## config.mk

```make
export PLATFORM = sky130hd
export DESIGN_NAME = sprite_logo_animator
export DESIGN_NICKNAME = d
export VERILOG_FILES = /design/src/rtl/sprite_logo_animator.sv
export SDC_FILE = /design/constraint.sdc
export NUM_CORES = 1
export LEC_CHECK = 0
export CAP_MARGIN = 20
export CORE_UTILIZATION = 45
export CTS_BUF_LIST = sky130_fd_sc_hd__clkbuf_8 sky130_fd_sc_hd__clkbuf_16
export DETAILED_ROUTE_END_ITERATION = 8
export PLACE_DENSITY = 0.83
export SLEW_MARGIN = 20
export SYNTH_ARGS = -nofsm -noshare
export SYNTH_HDL_FRONTEND = slang
export SYNTH_SLANG_ARGS = --single-unit
```

## constraint.sdc

```tcl
create_clock -name Clk -period 9 [get_ports Clk]
set_input_delay 1.8 -clock Clk [delete_from_list [all_inputs] [get_ports Clk]]
set_output_delay 1.8 -clock Clk [all_outputs]
set_load 0.05 [all_outputs]
```

## src/rtl/sprite_logo_animator.sv

```systemverilog
// Title-screen sprite renderer: maps DrawX/DrawY onto a bitmap ROM row/column,
// optionally scaled, with per-frame blink, scroll-in, or scroll-then-blink animation.
module sprite_logo_animator #(
    parameter int W            = 96,
    parameter int H            = 16,
    parameter int ADDR_W       = 4,
    parameter int X0           = 272,
    parameter int Y0           = 232,
    parameter int SCALE_LOG2   = 0,
    parameter int BLINK_FRAMES = 30,
    parameter int SCROLL_START = 248,
    parameter int SCROLL_STEP  = 2
) (
    input  logic              Clk,
    input  logic              Reset,
    input  logic              frame_clk,
    input  logic [9:0]        DrawX,
    input  logic [9:0]        DrawY,
    input  logic [1:0]        mode,
    input  logic              restart,
    output logic [ADDR_W-1:0] rom_addr,
    input  logic [W-1:0]      rom_data,
    output logic              is_sprite,
    output logic              scroll_done
);
    localparam int COL_W = (W > 1) ? $clog2(W) : 1;
    localparam int CNT_W = (BLINK_FRAMES > 1) ? $clog2(BLINK_FRAMES) : 1;

    // Extra headroom bits keep every bound comparison free of wrap at column/row 1023
    localparam logic [12:0]      X_LO     = 13'(X0);
    localparam logic [12:0]      X_HI     = 13'(X0 + (W << SCALE_LOG2) - 1);
    localparam logic [12:0]      Y_REST   = 13'(Y0);
    localparam logic [12:0]      SH       = 13'(H << SCALE_LOG2);
    localparam logic [9:0]       OFF_INIT = 10'(SCROLL_START);
    localparam logic [9:0]       OFF_STEP = 10'(SCROLL_STEP);
    localparam logic [CNT_W-1:0] CNT_LAST = CNT_W'(BLINK_FRAMES - 1);
    localparam logic [COL_W-1:0] COL_MSB  = COL_W'(W - 1);

    logic             frame_q_r;
    logic             in_box_q_r;
    logic [COL_W-1:0] col_q_r;
    logic [9:0]       offset_r;
    logic [CNT_W-1:0] blink_cnt_r;
    logic             visible_r;

    logic [12:0]      px_s, py_s, ytop_s, dx_s, dy_s;
    logic             in_box_s;
    logic [COL_W-1:0] col_s;
    logic [COL_W-1:0] bit_idx_s;
    logic             tick_s, blink_en_s, hold_clear_s, show_s;

    // Screen-to-sprite mapping: box test, ROM row address and bitmap column
    always_comb begin
        px_s     = {3'b000, DrawX};
        py_s     = {3'b000, DrawY};
        ytop_s   = Y_REST + (mode[1] ? {3'b000, offset_r} : 13'd0);
        dx_s     = px_s - X_LO;
        dy_s     = py_s - ytop_s;
        in_box_s = (px_s >= X_LO) && (px_s <= X_HI) &&
                   (py_s >= ytop_s) && (py_s <= ytop_s + SH - 13'd1);
        if (in_box_s) begin
            col_s    = COL_W'(dx_s >> SCALE_LOG2);
            rom_addr = ADDR_W'(dy_s >> SCALE_LOG2);
        end else begin
            col_s    = '0;
            rom_addr = '0;
        end
    end

    // Animation control: frame tick detection and blink gating
    always_comb begin
        tick_s       = frame_clk & ~frame_q_r;
        bit_idx_s    = COL_MSB - col_q_r;
        blink_en_s   = mode[0] & (~mode[1] | scroll_done);
        hold_clear_s = mode[0] & mode[1] & ~scroll_done;
        if (blink_en_s) begin
            show_s = visible_r;
        end else begin
            show_s = 1'b1;
        end
    end

    // Pixel pipeline aligned with the one-cycle ROM read, plus registered outputs
    always_ff @(posedge Clk or negedge Reset) begin
        if (!Reset) begin
            frame_q_r   <= 1'b0;
            in_box_q_r  <= 1'b0;
            col_q_r     <= '0;
            is_sprite   <= 1'b0;
            scroll_done <= 1'b0;
        end else begin
            frame_q_r   <= frame_clk;
            in_box_q_r  <= in_box_s;
            col_q_r     <= col_s;
            is_sprite   <= in_box_q_r & rom_data[bit_idx_s] & show_s;
            scroll_done <= (offset_r == 10'd0);
        end
    end

    // Scroll offset and blink phase; restart outranks a coincident frame tick
    always_ff @(posedge Clk or negedge Reset) begin
        if (!Reset) begin
            offset_r    <= OFF_INIT;
            blink_cnt_r <= '0;
            visible_r   <= 1'b1;
        end else if (restart) begin
            offset_r    <= OFF_INIT;
            blink_cnt_r <= '0;
            visible_r   <= 1'b1;
        end else begin
            if (tick_s && mode[1]) begin
                offset_r <= (offset_r > OFF_STEP) ? (offset_r - OFF_STEP) : 10'd0;
            end
            // Scroll-then-blink keeps the blink phase parked until the sprite has landed
            if (hold_clear_s) begin
                blink_cnt_r <= '0;
                visible_r   <= 1'b1;
            end else if (tick_s && blink_en_s) begin
                if (blink_cnt_r == CNT_LAST) begin
                    blink_cnt_r <= '0;
                    visible_r   <= ~visible_r;
                end else begin
                    blink_cnt_r <= blink_cnt_r + CNT_W'(1);
                end
            end
        end
    end
endmodule

```

* After elaboration in Yosys (flattened, before gate mapping)
Cells that the tools add are included. Widths: inputs -> output; s select.
Cells by class: reductions and logical operators 10, bitwise gates (word level) 11, $lt $le $gt $ge 6, add/sub/neg operators 8, eq/ne operators 1, mux-type cells 17
Operators with widths (number):
- $mux 10 | 4
- $mux 5 | 4
- $le 10x13->1 | 1
- $sub 12x1->13 const B | 1
- $add 11x5->12 const B | 1
- $add 8x10->11 const A | 1
- $ge 10x11->1 | 1
- $ge 10x9->1 const B | 1
- $gt 10x2->1 const B | 1
- $le 10x9->1 const B | 1
- $logic_not 10->1 | 1
- $sub 10x2->10 const B | 1
- $lt 7x8->1 const B | 1
- $bmux 1 s7 | 1
- $mux 7 | 1
- $sub 7x5->7 const B | 1
- $sub 7x7->7 const A | 1
- $and 1x1->1 | 6
- $mux 1 | 6
- $reduce_bool 3->1 | 2
- $add 5x1->5 const B | 1
- $eq 5x5->1 const B | 1
- $logic_and 1x1->1 | 5
- $mux 4 | 1
- 5 further kinds | 8
Storage, ports and cells: output and inout port bits 6, flip-flop bits (word level) 27, word-level logic and storage cells 61

* Longest topological paths before layout
depth after elaboration 7, depth in mapped cells 16

* Least setup slack after synthesis
OpenSTA, ideal clock, no wires.
path type in2out, start point input port mode[1], end point output port rom_addr[3], setup slack 1.825 ns, stages 14, arrival 5.375 ns, cells stage by stage buf_2 -> clkbuf_1 -> and2_1 -> ha_1 -> xnor2_1 -> a2111oi_2 -> nand2_1 -> xnor2_1 -> ha_1 -> and4_1 -> nand4_1 -> o21ai_0 -> a31oi_1 -> a211oi_1
Between the ends: longest elaborated chain between the ends 7, elaborated cells on any way between the ends 10, those cells by class add/sub: 4; order compare: 2; mux: 2; reduce/logical: 2
Ends and longest elaborated chain:
- from (decl) | RTL line 19 | input logic [1:0] mode,
- $mux 10 * | RTL line 56 | ytop_s = Y_REST + (mode[1] ? {3'b000, offset_r} : 13'd0);
- $add 8x10->11 * | RTL line 56
- $add 11x5->12 | RTL line 60 | (py_s >= ytop_s) && (py_s <= ytop_s + SH - 13'd1);
- $sub 12x1->13 | RTL line 60
- $le 10x13->1 | RTL line 60
- $logic_and 1x1->1 | RTL line 60
- $mux 4 * | RTL line 61 | if (in_box_s) begin
- to (decl) | RTL line 21 | output logic [ADDR_W-1:0] rom_addr,
Every way passes the cells marked *; elsewhere a longest branch is shown, timed or not.

* Worst setup path in the final report
Same ends and word-level chain as after synthesis.

==> results <==
- The layout has 530 filler cells.
- The final antenna-violating net count is 0.
- The horizontal die dimension is 85.3 µm.
- The total inserted antenna cells is 0.
- In this run the deepest clock path goes through 2 buffers.
- The first-pass GRT wire length is 15.4 mm.
- The setup check on the worst reg-to-reg path leaves a slack of 5.57 ns.
- Of all flip-flops after synthesis, the portion carrying an async set or reset was 100%.
- The later pin in the worst-skew pair is clocked with a latency of 0.27 ns.
- The boundary pin count is 128.
- The total detailed-routing wirelength is 9.42 mm.
- Clock skew on the completed layout was measured at 0.00477 ns.
- Of the cells placed in the final design, the portion with a size suffix greater than 1 is 12.9%.
- After clock tree synthesis, the clock-pin slew on the worst setup and hold paths is 0.09 ns.
- The total global routing overflow is 0.
- The initial antenna violation count is 0.
- The clock tree from TritonCTS is done.
- Counting every net in the synthesized netlist gives 465.
- The initial utilization of the core area, before any placement, comes to 47.8%.
- The top fanout value on the critical path is 18.
- The average routed wire per standard cell is 18.7 µm.
- At the pin with the least slew margin, the transition time is 0.903 ns.
- In this run, post-CTS hold repair placed 0 buffers.
- The final layout contains 581 nets.
- The detail-routed via count per cell is 6.04.
- Compared with the post-synthesis result, the final layout area differs by 42.2%.
- The worst hold path terminates at blink_cnt_r[4].
- For this run, the leading register cell type out of synthesis is sky130_fd_sc_hd__dfrtp_1.
- The die outline area is 7270 µm².
- After legalization and detailed placement, the total HPWL measured 7.73 mm.
- The post-synth design cell area is 3120 µm².
- Setup repair after global routing left no endpoint under its margin.
- The worst-case headroom to the max-slew limit is 39.8%.
- The number of cells upsized or downsized after cts is 0.
- The starting DRC count in detailed routing is 263.
- The run finished with clean final reports.
- The post-route DRC violation count is 0.
- Post-CTS timing repair inserted 0 buffers for setup.
- The register bit count reported by yosys is 26.
- Measured along the y axis, the die boundary spans 85.3 µm.
- The worst hold path begins at blink_cnt_r[4].
- The final cycle utilization of the critical path is 89.6%.
- Summing over every cut layer, the via total after detailed routing is 3049.
- During synthesis, Yosys emitted a total of 0 warnings.
- In this run the critical register-to-register path is captured at col_q_r[6].
- The number of global-route vias before repair is 3068.
- The required time reported for the critical path endpoint is 7.20 ns.
- The critical path capture point type is a primary output.
- The worst setup path is launched from a primary input.
- The level count of the clock H-tree is 1.
- The average cell area after synthesis is 9.97 µm².
- The minimum period implied by the final worst setup slack is 8.06 ns.
- The max-slew violation count came to 0.
- The signal arrival time at the worst endpoint is 6.26 ns.
- The area of the core region is 6530 µm².
- The sum of negative setup slack is 0 ns.
- During placement, the flow inserted port buffers numbering 127.
- Final hold analysis gives a worst-case slack of 0.508 ns.
- The peak clock frequency supported by timing is 124 MHz.
- Clock tree synthesis selected as its root buffer the cell sky130_fd_sc_hd__clkbuf_8.
- Counting every sink on the clock net gives 26.
- The post-placement worst setup slack is 1.01 ns.
- Measured in cells, the most critical reg-to-reg path has a length of 14.
- The number of CTS-inserted buffers is 3.
- The worst IR drop on VDD is 0.0000576 V.
- The min-delay analysis places its worst path in the category reg2reg.
- The maximum number of pins on one net before global-route repair is 27.
- The row count is 29.
- The startpoint of the worst register-to-register path is offset_r[3].
- The max capacitance violation total is 0.
- The number of failing hold endpoints at the final stage is 0.
- The power per cell area is 75.1 nW/µm².
- Along the worst hold path, the cell count comes to 1.
- The first-pass iteration count of the detailed router is 4.
- The cell count after synthesis is 313.
- The category of the critical setup timing path is in2out.
- The static leakage is 1.69 nW.
- Sequential elements use 21.1% of the synthesized area.
- Global routing used 26.8% of the available tracks.
- After layout, the worst setup slack is 0.935 ns.
- At the end of routability-driven placement, the weighted congestion stood at 0.952.
- Setup violations remaining at the end of the flow were counted as 0.
- Synthesis instantiated 60 different standard cells from the library.
- Yosys mapped a number of flops with a built-in enable equal to 0.
## critical path: stages
cell	delay, ns
sky130_fd_sc_hd__clkdlybuf4s50_1	0.86
sky130_fd_sc_hd__nand2_1	0.24
sky130_fd_sc_hd__inv_1	0.16
sky130_fd_sc_hd__ha_1	0.26
sky130_fd_sc_hd__xnor2_1	0.21
sky130_fd_sc_hd__a2111oi_2	0.42
sky130_fd_sc_hd__nand2_1	0.11
sky130_fd_sc_hd__xnor2_1	0.14
sky130_fd_sc_hd__ha_1	0.29
sky130_fd_sc_hd__and4_1	0.22
sky130_fd_sc_hd__nand4_1	0.10
sky130_fd_sc_hd__o21ai_0	0.09
sky130_fd_sc_hd__a31oi_1	0.06
sky130_fd_sc_hd__buf_4	0.20
sky130_fd_sc_hd__a211oi_1	0.26
sky130_fd_sc_hd__clkdlybuf4s50_1	0.84
## metrics by stage
stage	total power, mW	instance area [µm²]	instances	util [%]
floorplan	0.195	3120	313	-
detailed placement	0.269	4400	501	67.3
finish	0.333	4440	505	67.9
CTS	0.335	4440	505	68.0
global route	0.353	4440	505	67.9
global placement	0.264	4400	501	67.3
## layout by cell type (no fill, tap or decap), drive strengths merged, types with 2 or more instances in the layout
cell type and instances:
a2111oi 3, a211o 2, a211oi 12, a21oi 14
a221o 3, and2 4, and3 2, and4 2
buf 5, clkbuf 3, clkdlybuf4s50 126, dfrtp 20
dfstp 6, ha 29, inv 23, mux2i 8
mux4 25, nand2 13, nand2b 6, nand3 5
nand3b 2, nand4 2, nor2 18, nor2b 8
nor3 10, nor3b 4, nor4 2, nor4b 2
o2111ai 3, o211ai 4, o21a 4, o21ai 18
o221ai 2, o31ai 4, or3 5, or4 3
xnor2 13
## power by group
part	total (mW)	leakage [nW]	switching [mW]	internal, mW
sequential	0.126	0.337	0.00572	0.120
combinational	0.142	1.32	0.0570	0.0852
clock	0.0652	0.0269	0.0347	0.0305
## flip-flops by register name, indices dropped and copies added, names as in the netlist
| signal | cells |
|---|---|
| scroll_done | 1 |
| is_sprite | 1 |
| blink_cnt_r | 5 |
| frame_q_r | 1 |
| offset_r | 9 |
| visible_r | 1 |
| in_box_q_r | 1 |
| col_q_r | 7 |
## synth_stat cells (2+ instances only)
cell	n	area share [%]
sky130_fd_sc_hd__nand3b_1	2	0.48
sky130_fd_sc_hd__nor2b_1	8	1.6
sky130_fd_sc_hd__o31ai_1	4	0.96
sky130_fd_sc_hd__a211o_1	2	0.56
sky130_fd_sc_hd__nand2_1	13	1.6
sky130_fd_sc_hd__dfstp_2	6	5.1
sky130_fd_sc_hd__inv_1	22	2.6
sky130_fd_sc_hd__ha_1	29	12
sky130_fd_sc_hd__o21ai_1	9	1.4
sky130_fd_sc_hd__o221ai_1	2	0.56
sky130_fd_sc_hd__nand2b_1	6	1.2
sky130_fd_sc_hd__a2111oi_0	2	0.56
sky130_fd_sc_hd__mux4_2	25	18
sky130_fd_sc_hd__a221o_1	3	0.96
sky130_fd_sc_hd__nor4_1	2	0.40
sky130_fd_sc_hd__mux2i_1	8	2.6
sky130_fd_sc_hd__and3_1	2	0.40
sky130_fd_sc_hd__dfrtp_1	20	16
sky130_fd_sc_hd__or3_1	4	0.80
sky130_fd_sc_hd__a211oi_2	8	3.2
sky130_fd_sc_hd__o2111ai_1	3	0.84
sky130_fd_sc_hd__or4_1	3	0.72
sky130_fd_sc_hd__xnor2_1	13	3.7
sky130_fd_sc_hd__and2_1	4	0.80
sky130_fd_sc_hd__clkbuf_1	8	0.96
sky130_fd_sc_hd__nor3_1	9	1.4
sky130_fd_sc_hd__o211ai_1	4	0.96
sky130_fd_sc_hd__nand3_1	5	0.80
sky130_fd_sc_hd__and4_1	2	0.56
sky130_fd_sc_hd__o21a_1	4	0.96
sky130_fd_sc_hd__buf_2	8	1.3
sky130_fd_sc_hd__a21oi_1	13	2.1
sky130_fd_sc_hd__buf_6	2	0.72
sky130_fd_sc_hd__nor3b_1	4	0.96
sky130_fd_sc_hd__a211oi_1	4	0.96
sky130_fd_sc_hd__nor2_1	18	2.2
sky130_fd_sc_hd__o21ai_0	8	1.3
sky130_fd_sc_hd__nand4_1	2	0.40
## final cells by class
type,count,area (µm²),area share [%]
sequential,26,658,14.8
inverter,22,82.6,1.86
clock inverter,1,3.75,0.0846
multi-input combinational,245,2260,50.9
clock buffer,3,41.3,0.931
timing repair buffer,131,1300,29.2
tap,77,96.3,2.17
## layer usage
layer	wire, µm	GRT usage, %	vias up
met5	0	0	-
met1	4000	34.5	1471
met4	264	9.24	0
met3	605	4.67	27
met2	4550	45.5	124
li1	-	-	1427
## worst max-delay path by stage
stage                  from          end  slack (ns)  depth (start not counted)
global route        mode[1]  rom_addr[3]        0.68                         16
finish              mode[1]  rom_addr[3]        0.94                         16
global placement    mode[1]  rom_addr[3]        1.16                         16
detailed placement  mode[1]  rom_addr[3]        1.01                         16
floorplan           mode[1]  rom_addr[3]        1.83                         14
CTS                 mode[1]  rom_addr[3]        0.98                         16
## cells by family (layout without fill, tap and decap cells)
group | count (synthesis) | in the layout | share of synthesized area, %
flops | 26 | 26 | 21.1
mux | 34 | 34 | 21.0
simple gates | 90 | 90 | 16.8
compound gates | 76 | 76 | 18.3
buf+inv | 42 | 157 | 6.50
fa+ha+maj | 30 | 30 | 12.3
xor+xnor | 14 | 14 | 3.93
other cells | 1 | 1 | 0.120
Note: power is estimated with default switching activity, not from simulation.
